## src/rtl/seq_shift_unit.sv

```systemverilog
// seq_shift_unit: multi-cycle SLL/SRL/SRA/ROTR unit, up to STEP bit positions per cycle, start/busy/done handshake.
module seq_shift_unit #(
  parameter int WIDTH   = 32,
  parameter int SHAMT_W = $clog2(WIDTH),
  parameter int STEP    = 1
) (
  input  logic               clk,
  input  logic               reset,
  input  logic               start,
  input  logic [1:0]         mode,
  input  logic [SHAMT_W-1:0] shamt,
  input  logic [WIDTH-1:0]   signal,
  output logic               busy,
  output logic               done,
  output logic [WIDTH-1:0]   out
);
  typedef enum logic [1:0] {IDLE, SHIFT, FINISH} state_e;
  localparam logic [SHAMT_W-1:0] STEP_K = SHAMT_W'(STEP);
  state_e               state_q, state_d;
  logic [WIDTH-1:0]     out_q, out_d, shifted, sra;
  logic [2*WIDTH-1:0]   rot;
  logic [SHAMT_W-1:0]   count_q, count_d, k;
  logic [1:0]           mode_q, mode_d;
  logic                 done_q, done_d;
  always_comb begin
    k       = (32'(count_q) < STEP) ? count_q : STEP_K;
    rot     = {out_q, out_q} >> k;
    sra     = $signed(out_q) >>> k;
    shifted = mode_q == 2'b00 ? out_q << k :
              mode_q == 2'b01 ? out_q >> k :
              mode_q == 2'b10 ? sra : rot[WIDTH-1:0];
    state_d = state_q;
    out_d   = out_q;
    count_d = count_q;
    mode_d  = mode_q;
    done_d  = state_q == FINISH;
    case (state_q)
      IDLE: if (start) begin
        out_d   = signal;
        count_d = shamt;
        mode_d  = mode;
        state_d = shamt == '0 ? FINISH : SHIFT;
      end
      SHIFT: begin
        out_d   = shifted;
        count_d = count_q - k;
        state_d = count_q == k ? FINISH : SHIFT;
      end
      default: state_d = IDLE;
    endcase
  end
  always_ff @(posedge clk) begin
    if (reset) begin
      state_q <= IDLE;
      out_q   <= '0;
      count_q <= '0;
      mode_q  <= 2'b00;
      done_q  <= 1'b0;
    end else begin
      state_q <= state_d;
      out_q   <= out_d;
      count_q <= count_d;
      mode_q  <= mode_d;
      done_q  <= done_d;
    end
  end
  assign busy = state_q != IDLE;
  assign done = done_q;
  assign out  = out_q;
endmodule
```

## config.mk

```make
export PLATFORM = sky130hd
export DESIGN_NAME = seq_shift_unit
export DESIGN_NICKNAME = d
export VERILOG_FILES = /design/src/rtl/seq_shift_unit.sv
export SDC_FILE = /design/constraint.sdc
export NUM_CORES = 1
export LEC_CHECK = 0
export ABC_AREA = 1
export BUFFER_PORTS_ARGS = -buffer_cell sky130_fd_sc_hd__buf_2
export CORE_MARGIN = 2
export CORE_UTILIZATION = 53
export DETAILED_ROUTE_END_ITERATION = 10
export PLACE_DENSITY = 0.8
export SYNTH_ARGS = -nofsm -noshare
export SYNTH_HDL_FRONTEND = slang
export SYNTH_SLANG_ARGS = --single-unit
```

## constraint.sdc

```tcl
create_clock -name clk -period 1.6 [get_ports clk]
set_input_delay 0.4 -clock clk [delete_from_list [all_inputs] [get_ports clk]]
set_output_delay 0.4 -clock clk [all_outputs]
set_load 0.02 [all_outputs]
```

Yosys cells after proc, flatten, opt, wreduce, memory -nomap -nowiden
Cells that the tools add are included.

word-level totals
  flip-flop bits (word level) = 42
  bits of input ports = 42
  output and inout bits = 34
  word-level logic and storage cells = 36

cells by class
  add/subtract/negate cells = 1
  $lt $le $gt $ge = 1
  equal/unequal tests = 6
  shifts and indexed selects = 4
  muxes and demuxes = 12
  reduce and logical (&&, ||, !) cells = 7

operators with widths
  kind                count
  $mux 32             4
  $pmux 32 s2         1
  $shr 64x5->32       1
  $shl 32x5->32       1
  $shr 32x5->32       1
  $sshr 32x5->32      1
  $mux 5              2
  $pmux 5 s2          1
  $mux 2              3
  $eq 5x5->1          1
  $logic_not 5->1     1
  $lt 5x1->1 const B  1
  $sub 5x5->5         1
  $eq 2x1->1 const B  2
  $eq 2x2->1 const B  2
  $logic_not 2->1     2
  $pmux 2 s2          1
  $reduce_and 2->1    2
  $reduce_bool 2->1   2
  $ne 2x2->1 const B  1

Logic depth before layout (Yosys ltp)
Gate-level depths: netlist of the first run.

  depth in word-level cells = 7
  mapped depth = 12
  depth with buffers taken out = 11

Worst setup path before layout of the first run
Ideal clock, no wire load.

  path kind = reg-to-reg
  start point = reg count_q[3]
  end point = reg count_q[4]
  library setup time = 0.132 ns
  data arrival time = 1.255 ns
  slack = 0.213 ns
  stages on the path, launching flop included = 11
  path buffers = 0
  period minus slack after synthesis = 1.387 ns
  cell sequence = dfxtp_1 > nor2_1 > nand2_1 > nand2_1 > ha_1 > inv_1 > nand3_1 > o21ai_0 > o211ai_1 > nand2_1 > a21oi_1

on the way
  longest elaborated chain between the ends = 4

RTL lines
  what                    line  text
  start, declared         22    logic [SHAMT_W-1:0] count_q, count_d, k;
  start signal, assigned  62    count_q <= count_d;
  $lt 5x1->1              26    k = (32'(count_q) < STEP) ? count_q : STEP_K;
  $mux 5                  26
  $sub 5x5->5 (*)         46    count_d = count_q - k;
  $pmux 5 s2 (*)          37    case (state_q)

Mark *: on every way between the ends. The rest lies on a longest branch, timed or not.
A chain may end at the register's enable or synchronous reset.

Worst setup path after layout of the first run
  start point = reg state_q[0]
  end point = out busy

on the way
  longest elaborated chain between the ends = 1

RTL lines
  what                    line  text
  start, declared         19    state_e state_q, state_d;
  start signal, assigned  60    state_q <= state_d;
  $reduce_bool 2->1       67    assign busy = state_q != IDLE;
  end, declared           13    output logic busy,

Every way passes these cells.

==> results.json, run 1 <==
{
  "synth_cell_types": 30,
  "fmax_mhz": 649,
  "yosysTopAreaCell": "dfxtp_1",
  "cts_tree": "built",
  "place.gp.congestion": 0.848,
  "p_leak_nw": 1.74,
  "p_comb_frac": 0.476,
  "grt_overflow_total": 0,
  "ff_latch_area_um2": 847,
  "synth.most_common_cell": "nand2_1",
  "drt-wirelength-per-cell_um": 12.2,
  "final-setup-viol-count": 0,
  "post_cts_resized": 0,
  "ys_seq_area_frac": 0.297,
  "final_max_slew_viol_count": 0,
  "drt_iter0_markers": 181,
  "cp_max_fo": 4,
  "place_ws_ns": 0.0854,
  "yosys_most_used_dff": "dfxtp_1",
  "maxSlewHeadroom": 0.722,
  "insertion_delay_ns": 0.30,
  "switchingPower_mw": 1.72,
  "max_cap_violations": 0,
  "ioPinCount": 76,
  "ant_nets": 0,
  "die_x_um": 77.1,
  "cp.required_ns": 1.20,
  "dr_total_vias": 3290,
  "dieHeight_um": 77.1,
  "finalHoldViolCount": 0,
  "routed_wl_mm": 7.71,
  "synth_top_cell_area_share": 0.297,
  "swShare": 0.432,
  "synthesis.area_mm2": 0.00284,
  "end_kind": "primary output",
  "regToRegSetupSlack_ns": 0.10,
  "p_clk_frac": 0.183,
  "area_delta_synth_final_pct": 22.0,
  "power_density_mw_per_mm2": 1150,
  "critPathArrivalTime_ns": 1.14,
  "post_cts_buffers": 0,
  "syn-num-nets": 532,
  "async_flop_share": 0,
  "place_hpwl_mm": 5.53,
  "routed.top_layer": "met4",
  "start_util": 0.552,
  "drt-vias-per-instance": 5.19,
  "grt_pass1_vias": 2991,
  "nets": 606,
  "outcome": "finished, final reports clean",
  "htreeDepth": 2,
  "skew_ns": 0.00755,
  "synth.top_cells.by_count": "205 x nand2_1, 65 x a21oi_1, 57 x nor2_1",
  "cp_slowest_cell": "dfxtp_2",
  "dr.pass1.iters": 5,
  "ys_top_cells_by_area": "dfxtp_1 30%, nand2_1 27%, a21oi_1 11%, nor2_1 7.5%, inv_1 2.6%",
  "min_period_over_period": 0.963,
  "crit_type": "register to primary output",
  "cts_made_buffers": 5,
  "synth_warnings": 0,
  "fillers": 511,
  "grt_max_degree": 33,
  "drc_errors": 0,
  "clockBufferDepth": 2,
  "p_int_mw": 2.26,
  "core_area_mm2": 0.00514,
  "crit_path_max_incr_delay_ns": 0.33,
  "ctsHoldBuffers": 0,
  "die_area_mm2": 0.00595,
  "worst_pin_slew_ns": 0.413,
  "ir_drop_uv": 655,
  "utilization": 0.673,
  "wl_met1_mm": 3.27,
  "grt.total_usage": 0.269,
  "cts.clk_slew.worst_paths_ns": 0.08,
  "drive_above_1_share": 0.236,
  "met2_length_mm": 3.81,
  "multi_input_area_mm2": 0.00174,
  "diodes": 0,
  "path_cells": "buf_4 > nor2_8 > inv_1 > buf_2",
  "seq_power_share": 0.341,
  "synth_seq_cells": 42,
  "antenna_found_initial": 0,
  "synth_edf_count": 0,
  "placement_rows": 26,
  "worst_slack_ns": 0.0586,
  "startpoint_type": "register",
  "wl_met3_um": 539,
  "grt_pass1_wl_mm": 13.4,
  "synth_cells": 489,
  "cts-root-buf": "clkbuf_8",
  "post-route-min-period_ns": 1.54,
  "clkSinkCount": 42,
  "syn_avg_cell_area_um2": 5.80,
  "min_path_type": "primary input to register",
  "numPortBuffers": 75
}
[flip-flops by register name, summed over array words and instances, names as in the netlist]
name     flops
done         1
state_q      2
out         32
mode_q       2
count_q      5
[final cells by class]
type | count | share of cell area
Clock buffer | 7 | 0.0250
Clock inverter | 1 | 0.00145
Inverter | 24 | 0.0282
Multi-Input combinational cell | 393 | 0.504
Sequential cell | 42 | 0.245
Tap cell | 70 | 0.0253
Timing Repair Buffer | 97 | 0.171
[layout by cell type, fill, tap and decap left out, drive strengths merged]
cell | Yosys | final
o21ai | 20 | 20
a31oi | 1 | 1
o211ai | 4 | 4
clkinv | 0 | 1
inv | 24 | 24
dfxtp | 42 | 42
xor2 | 1 | 1
nand3 | 16 | 16
nand2 | 207 | 207
a21oi | 65 | 65
o22ai | 1 | 1
nor3 | 1 | 1
clkbuf | 10 | 7
nor4 | 1 | 1
buf | 20 | 97
a22oi | 1 | 1
ha | 1 | 1
nor2 | 72 | 72
nand4 | 2 | 2
[final timing paths]
check	start	to	depth (start not counted)
setup reg to reg	count_q[2]	count_q[4]	10
hold / removal	mode[1]	mode_q[1]	3
setup / recovery	state_q[0]	busy	4
hold reg to reg	out[16]	out[16]	2
[per-stage QoR]
step	setup TNS [ns]	power (mW)	hold WS, ns	area (um^2)	instances
floorplan	0	2.69	0.466	2840	489
global placement	0	3.20	0.483	3340	626
detailed placement	0	3.23	0.489	3340	626
CTS	0	3.95	0.345	3430	634
global route	-0.0162	4.30	0.349	3460	634
finish	0	3.98	0.343	3460	634
[cells by family after synthesis]
kind of cell | Yosys count | synth area share
AO/OA/AOI/OAI | 92 | 0.168
XOR/XNOR | 1 | 0.00309
adder cells (fa/ha/maj) | 1 | 0.00441
buffers and inverters | 54 | 0.0953
flip-flops | 42 | 0.297
AND/OR/NAND/NOR | 299 | 0.433
[power groups by stage]
stage / clock network (mW) / registers (mW) / logic [mW]
after floorplan: 0 / 1.48 / 1.21
after global placement: 0 / 1.37 / 1.83
after detailed placement: 0 / 1.37 / 1.86
after CTS: 0.737 / 1.34 / 1.87
after global routing: 0.783 / 1.38 / 2.14
final: 0.728 / 1.36 / 1.90
[critical path: cells and delay by family (launching register included)]
| family | cells | cell delay, ns |
|---|---|---|
| buf+inv | 3 | 0.39 |
| flops | 1 | 0.33 |
| simple gates | 1 | 0.12 |
[routing by layer]
| layer | GRT usage | vias up |
|---|---|---|
| met5 | 0 | - |
| met4 | 0.0768 | 0 |
| met3 | 0.0471 | 8 |
| met2 | 0.467 | 109 |
| met1 | 0.341 | 1474 |
| li1 | - | 1699 |
Power figures use the tool's default switching activity.
==> run 2: changes to the inputs <==
--- a/config.mk
+++ b/config.mk
@@ -8,9 +8,9 @@
 export ABC_AREA = 1
 export BUFFER_PORTS_ARGS = -buffer_cell sky130_fd_sc_hd__buf_2
 export CORE_MARGIN = 2
-export CORE_UTILIZATION = 53
+export CORE_UTILIZATION = 48
 export DETAILED_ROUTE_END_ITERATION = 10
-export PLACE_DENSITY = 0.8
+export PLACE_DENSITY_LB_ADDON = 0.15
 export SYNTH_ARGS = -nofsm -noshare
 export SYNTH_HDL_FRONTEND = slang
 export SYNTH_SLANG_ARGS = --single-unit
==> constraint.sdc (replaced) <==
create_clock -name clk -period 1.4 [get_ports clk]
set_input_delay 0.35 -clock clk [delete_from_list [all_inputs] [get_ports clk]]
set_output_delay 0.35 -clock clk [all_outputs]
set_load 0.02 [all_outputs]
==> results.json, run 2 (synthesized netlist as in run 1, its figures left out) <==
{
  "setup_tns_ns": -0.448,
  "min_path_type": "primary input to register",
  "insertion_delay_ns": 0.30,
  "grt_pass1_wl_mm": 14.0,
  "p_leak_nw": 1.96,
  "grt_overflow_total": 0,
  "clockBufferDepth": 2,
  "place.gp.congestion": 0.876,
  "layout.cells.non_filler": 666,
  "outcome": "complete, but fails checks",
  "critPathLaunch": "state_q[1]",
  "power_density_mw_per_mm2": 1290,
  "cp_max_fo": 8,
  "area_delta_synth_final_pct": 41.9,
  "post-place-cells": 639,
  "start_util": 0.506,
  "dr.pass1.iters": 7,
  "total_power_mw": 5.18,
  "worst_slack_ns": -0.0802,
  "fmax_mhz": 676,
  "layout_commonest_cell": "nand2_1",
  "final_max_slew_viol_count": 0,
  "die_area_mm2": 0.00654,
  "grt_max_degree": 30,
  "maxSlewHeadroom": 0.749,
  "nets": 636,
  "drt-wirelength-per-cell_um": 14.0,
  "final-setup-viol-count": 19,
  "reg2reg_depth": 11,
  "fillers": 489,
  "cts-root-buf": "clkbuf_8",
  "rr_startpoint": "state_q[1]",
  "cts_tree": "built",
  "worst_pin_slew_ns": 0.372,
  "post-route-min-period_ns": 1.48,
  "routed_wl_mm": 9.30,
  "violations": "negative setup slack",
  "regToRegSetupSlack_ns": -0.08,
  "rsz0062_at_grt": "true",
  "ir_drop_uv": 621,
  "grt.total_usage": 0.268,
  "core_area_mm2": 0.00561,
  "cts_made_buffers": 5,
  "dieHeight_um": 80.9,
  "crit_type": "register to register",
  "diodes": 0,
  "drt-vias-per-instance": 5.36,
  "r2r_end": "out[31]",
  "antenna_found_initial": 0,
  "max_cap_violations": 0,
  "skew_ns": 0.00695,
  "ioPinCount": 76,
  "numPortBuffers": 75,
  "drive_above_1_share": 0.350,
  "placement_rows": 27,
  "critPathArrivalTime_ns": 1.69,
  "ant_nets": 0,
  "layout_common_cells": "202 x nand2_1, 75 x buf_2, 46 x a21oi_1",
  "dr_total_vias": 3567,
  "grt_pass1_vias": 2953,
  "utilization": 0.718,
  "die_x_um": 80.9,
  "finalHoldViolCount": 0,
  "end_kind": "register",
  "clkSinkCount": 42,
  "drc_errors": 0,
  "cts.clk_slew.worst_paths_ns": 0.09,
  "min_period_over_period": 1.06,
  "startpoint_type": "register",
  "ctsHoldBuffers": 0,
  "place_hpwl_mm": 5.71,
  "drt_iter0_markers": 220,
  "cp.required_ns": 1.61,
  "largest_register_ffs": 32,
  "htreeDepth": 2,
  "crit_end": "out[31]"
}
## run 2: cell type report
class                   count  area, um^2  area share
multi-input cells         393        1920       0.478
clock inverters             1        5.00     0.00124
inverters                  24         105      0.0261
clock buffers               7        86.3      0.0215
well taps                  72        90.1      0.0224
flip-flops and latches     42         848       0.211
repair inverters            1        6.26     0.00155
repair buffers            126         958       0.238
## run 2: stage by stage
step / hold slack, ns / worst slack, ns / area (um^2)
3_5_place_dp: 0.486 / -0.0876 / 3410
6_report: 0.319 / -0.0802 / 4020
4_1_cts: 0.316 / 0.0000547 / 3630
3_3_place_gp: 0.478 / -0.0436 / 3410
2_1_floorplan: 0.466 / 0.0127 / 2840
5_1_grt: 0.347 / -0.166 / 4020
## run 2: report_power, final
part	internal [mW]	total [mW]	switching [mW]
logic	1.16	2.79	1.63
clock network	0.399	0.847	0.448
registers	1.37	1.55	0.179
total	2.93	5.18	2.25
## run 2: critical path: stages, from the launching register on
cell,delay (ns)
dfxtp_2,0.34
buf_6,0.12
nor2_4,0.17
clkinv_4,0.14
nand2_8,0.10
inv_8,0.07
nor2_4,0.10
nand2_2,0.06
nor2_2,0.10
nand2_1,0.06
nand2_1,0.08
inv_1,0.04
## run 2: worst min path at each step
stage	cells after the start	end	slack [ns]	startpoint
CTS	3	mode_q[1]	0.32	mode[1]
floorplan	2	count_q[4]	0.47	count_q[4]
global placement	2	done	0.48	state_q[1]
finish	3	mode_q[1]	0.32	mode[1]
detailed placement	2	out[2]	0.49	out[2]
global route	3	out[30]	0.35	signal[30]
## run 2: timing repair
action / 4_1_cts / 5_1_grt
setup buffers: 6 / 7
endpoints found under the setup margin: 36 / 39
pin swaps: 4 / 13
gates cloned: 1 / 6
gates resized for setup: 26 / 70
## run 2: per-layer routing
layer	GRT usage	vias up	share of wire
met2	0.436	165	0.47
met1	0.373	1619	0.44
li1	-	1770	-
met3	0.0367	13	0.078
met5	0	-	0
met4	0.0695	0	0.015
==> run 3: changes to the inputs <==
--- a/config.mk
+++ b/config.mk
@@ -10,6 +10,7 @@
 export CORE_MARGIN = 2
 export CORE_UTILIZATION = 48
 export DETAILED_ROUTE_END_ITERATION = 10
+export MAX_ROUTING_LAYER = met4
 export PLACE_DENSITY_LB_ADDON = 0.15
 export SYNTH_ARGS = -nofsm -noshare
 export SYNTH_HDL_FRONTEND = slang
==> results.json, run 3 (synthesized netlist as in run 1, its figures left out) <==
{
  "crit_end": "busy",
  "diodes": 0,
  "worstHoldStart": "mode[1]",
  "ioPinCount": 76,
  "crit_type": "register to primary output",
  "min_period_over_period": 1.00,
  "place_hpwl_mm": 5.79,
  "dieHeight_um": 80.9,
  "core_area_mm2": 0.00561,
  "final-setup-viol-count": 1,
  "power_density_mw_per_mm2": 1300,
  "end_kind": "primary output",
  "startpoint_type": "register",
  "cts_tree": "built",
  "critPathLaunch": "state_q[0]",
  "p_leak_nw": 1.86,
  "regToRegSetupSlack_ns": 0.02,
  "worst_pin_slew_ns": 0.426,
  "grt_overflow_total": 0,
  "path_cells": "buf_12 > nor2_8 > inv_2 > buf_6",
  "outcome": "complete, but fails checks",
  "placed_area_mm2": 0.00342,
  "cp_max_fo": 3,
  "cts_made_buffers": 5,
  "cts-root-buf": "clkbuf_8",
  "clockBufferDepth": 2,
  "layout_common_cells": "205 x nand2_1, 74 x buf_2, 59 x a21oi_1",
  "die_area_mm2": 0.00654,
  "dr.pass1.iters": 6,
  "finalHoldViolCount": 0,
  "drive_above_1_share": 0.295,
  "fin_area_mm2": 0.00373,
  "rr_startpoint": "state_q[1]",
  "cp_slowest_cell": "dfxtp_4",
  "drt-wirelength-per-cell_um": 12.8,
  "min_path_type": "primary input to register",
  "layout_commonest_cell": "nand2_1",
  "start_util": 0.506,
  "numPortBuffers": 75,
  "place_ws_ns": -0.110,
  "reg2reg_depth": 11,
  "drc_errors": 0,
  "grt_pass1_wl_mm": 13.6,
  "worst-path-buf-inv": 3,
  "insertion_delay_ns": 0.30,
  "rsz0062_at_grt": "true",
  "clkSinkCount": 42,
  "ctsHoldBuffers": 0,
  "placement_rows": 27,
  "fillers": 544,
  "worst_slack_ns": -0.00566,
  "cts.clk_slew.worst_paths_ns": 0.08,
  "fmax_mhz": 711,
  "post-route-min-period_ns": 1.41,
  "r2r_end": "out[31]",
  "grt_max_degree": 33,
  "place.gp.congestion": 0.884,
  "die_x_um": 80.9,
  "nets": 626,
  "grt_pass1_vias": 2935,
  "routed_wl_mm": 8.39,
  "cp.required_ns": 1.05,
  "skew_ns": 0.00719,
  "total_power_mw": 4.83,
  "max_cap_violations": 0,
  "critPathArrivalTime_ns": 1.06,
  "grt.total_usage": 0.272,
  "drt_iter0_markers": 152,
  "ir_drop_uv": 623,
  "cpLargestDelayFamily": "flip-flops",
  "final_max_slew_viol_count": 0,
  "utilization": 0.665,
  "ant_nets": 0,
  "htreeDepth": 2,
  "antenna_found_initial": 0,
  "violations": "negative setup slack",
  "critical_path_cell_count": 4,
  "maxSlewHeadroom": 0.714,
  "drt-vias-per-instance": 5.10,
  "dr_total_vias": 3346,
  "crit_path_max_incr_delay_ns": 0.36,
  "largest_register_ffs": 32,
  "area_delta_synth_final_pct": 31.6
}
[run 3: worst register-to-register path, cell delays in order, from the launching register on]
cell and delay, ns:
dfxtp_2 0.33, buf_4 0.14, nor2_4 0.15, inv_6 0.09, nand2_4 0.09, inv_4 0.07, nor2_4 0.12, nand2_1 0.07
nor2_1 0.09, nand2_1 0.05, nand2_1 0.06, inv_1 0.03
[run 3: routing by layer]
| layer | vias up | GRT usage | share of wire |
|---|---|---|---|
| met4 | 0 | 0.0695 | 0.0082 |
| met3 | 6 | 0.0400 | 0.059 |
| met2 | 95 | 0.429 | 0.46 |
| li1 | 1743 | - | - |
| met1 | 1502 | 0.368 | 0.47 |
| met5 | - | - | 0 |
[run 3: how the worst min path moves through the flow]
stage / end / slack, ns / cells after the start
final: mode_q[1] / 0.32 / 3
after global routing: count_q[1] / 0.33 / 3
after CTS: mode_q[1] / 0.31 / 3
after detailed placement: done / 0.48 / 2
after global placement: done / 0.48 / 2
after floorplan: count_q[4] / 0.47 / 2
[run 3: power breakdown]
part	switching [mW]	leakage, nW	internal (mW)
Sequential	0.182	0.350	1.37
Clock	0.438	0.0482	0.399
Combinational	1.45	1.46	0.990
[run 3: final cells by class]
type                       instances  area [um^2]  share of cell area
clock buffer                       7         86.3              0.0231
multi-input combinational        393         1810               0.485
clock inverter                     1         5.00             0.00134
inverter                          24          100              0.0268
sequential                        42          853               0.229
timing repair buffer             117          786               0.211
tap                               72         90.1              0.0241
[run 3: per-stage QoR]
step           hold WS (ns)  TNS [ns]  std cells
4_1_cts               0.311  -0.00729        650
2_1_floorplan         0.466         0        489
5_1_grt               0.331    -0.944        656
3_5_place_dp          0.481     -2.26        640
3_3_place_gp          0.479    -0.919        640
6_report              0.322  -0.00566        656
[run 3: timing repair]
item	in CTS	in global routing
pin swaps	2	6
gates resized for setup	19	31
setup buffers	3	5
setup endpoints to repair	36	36
gates cloned	0	1
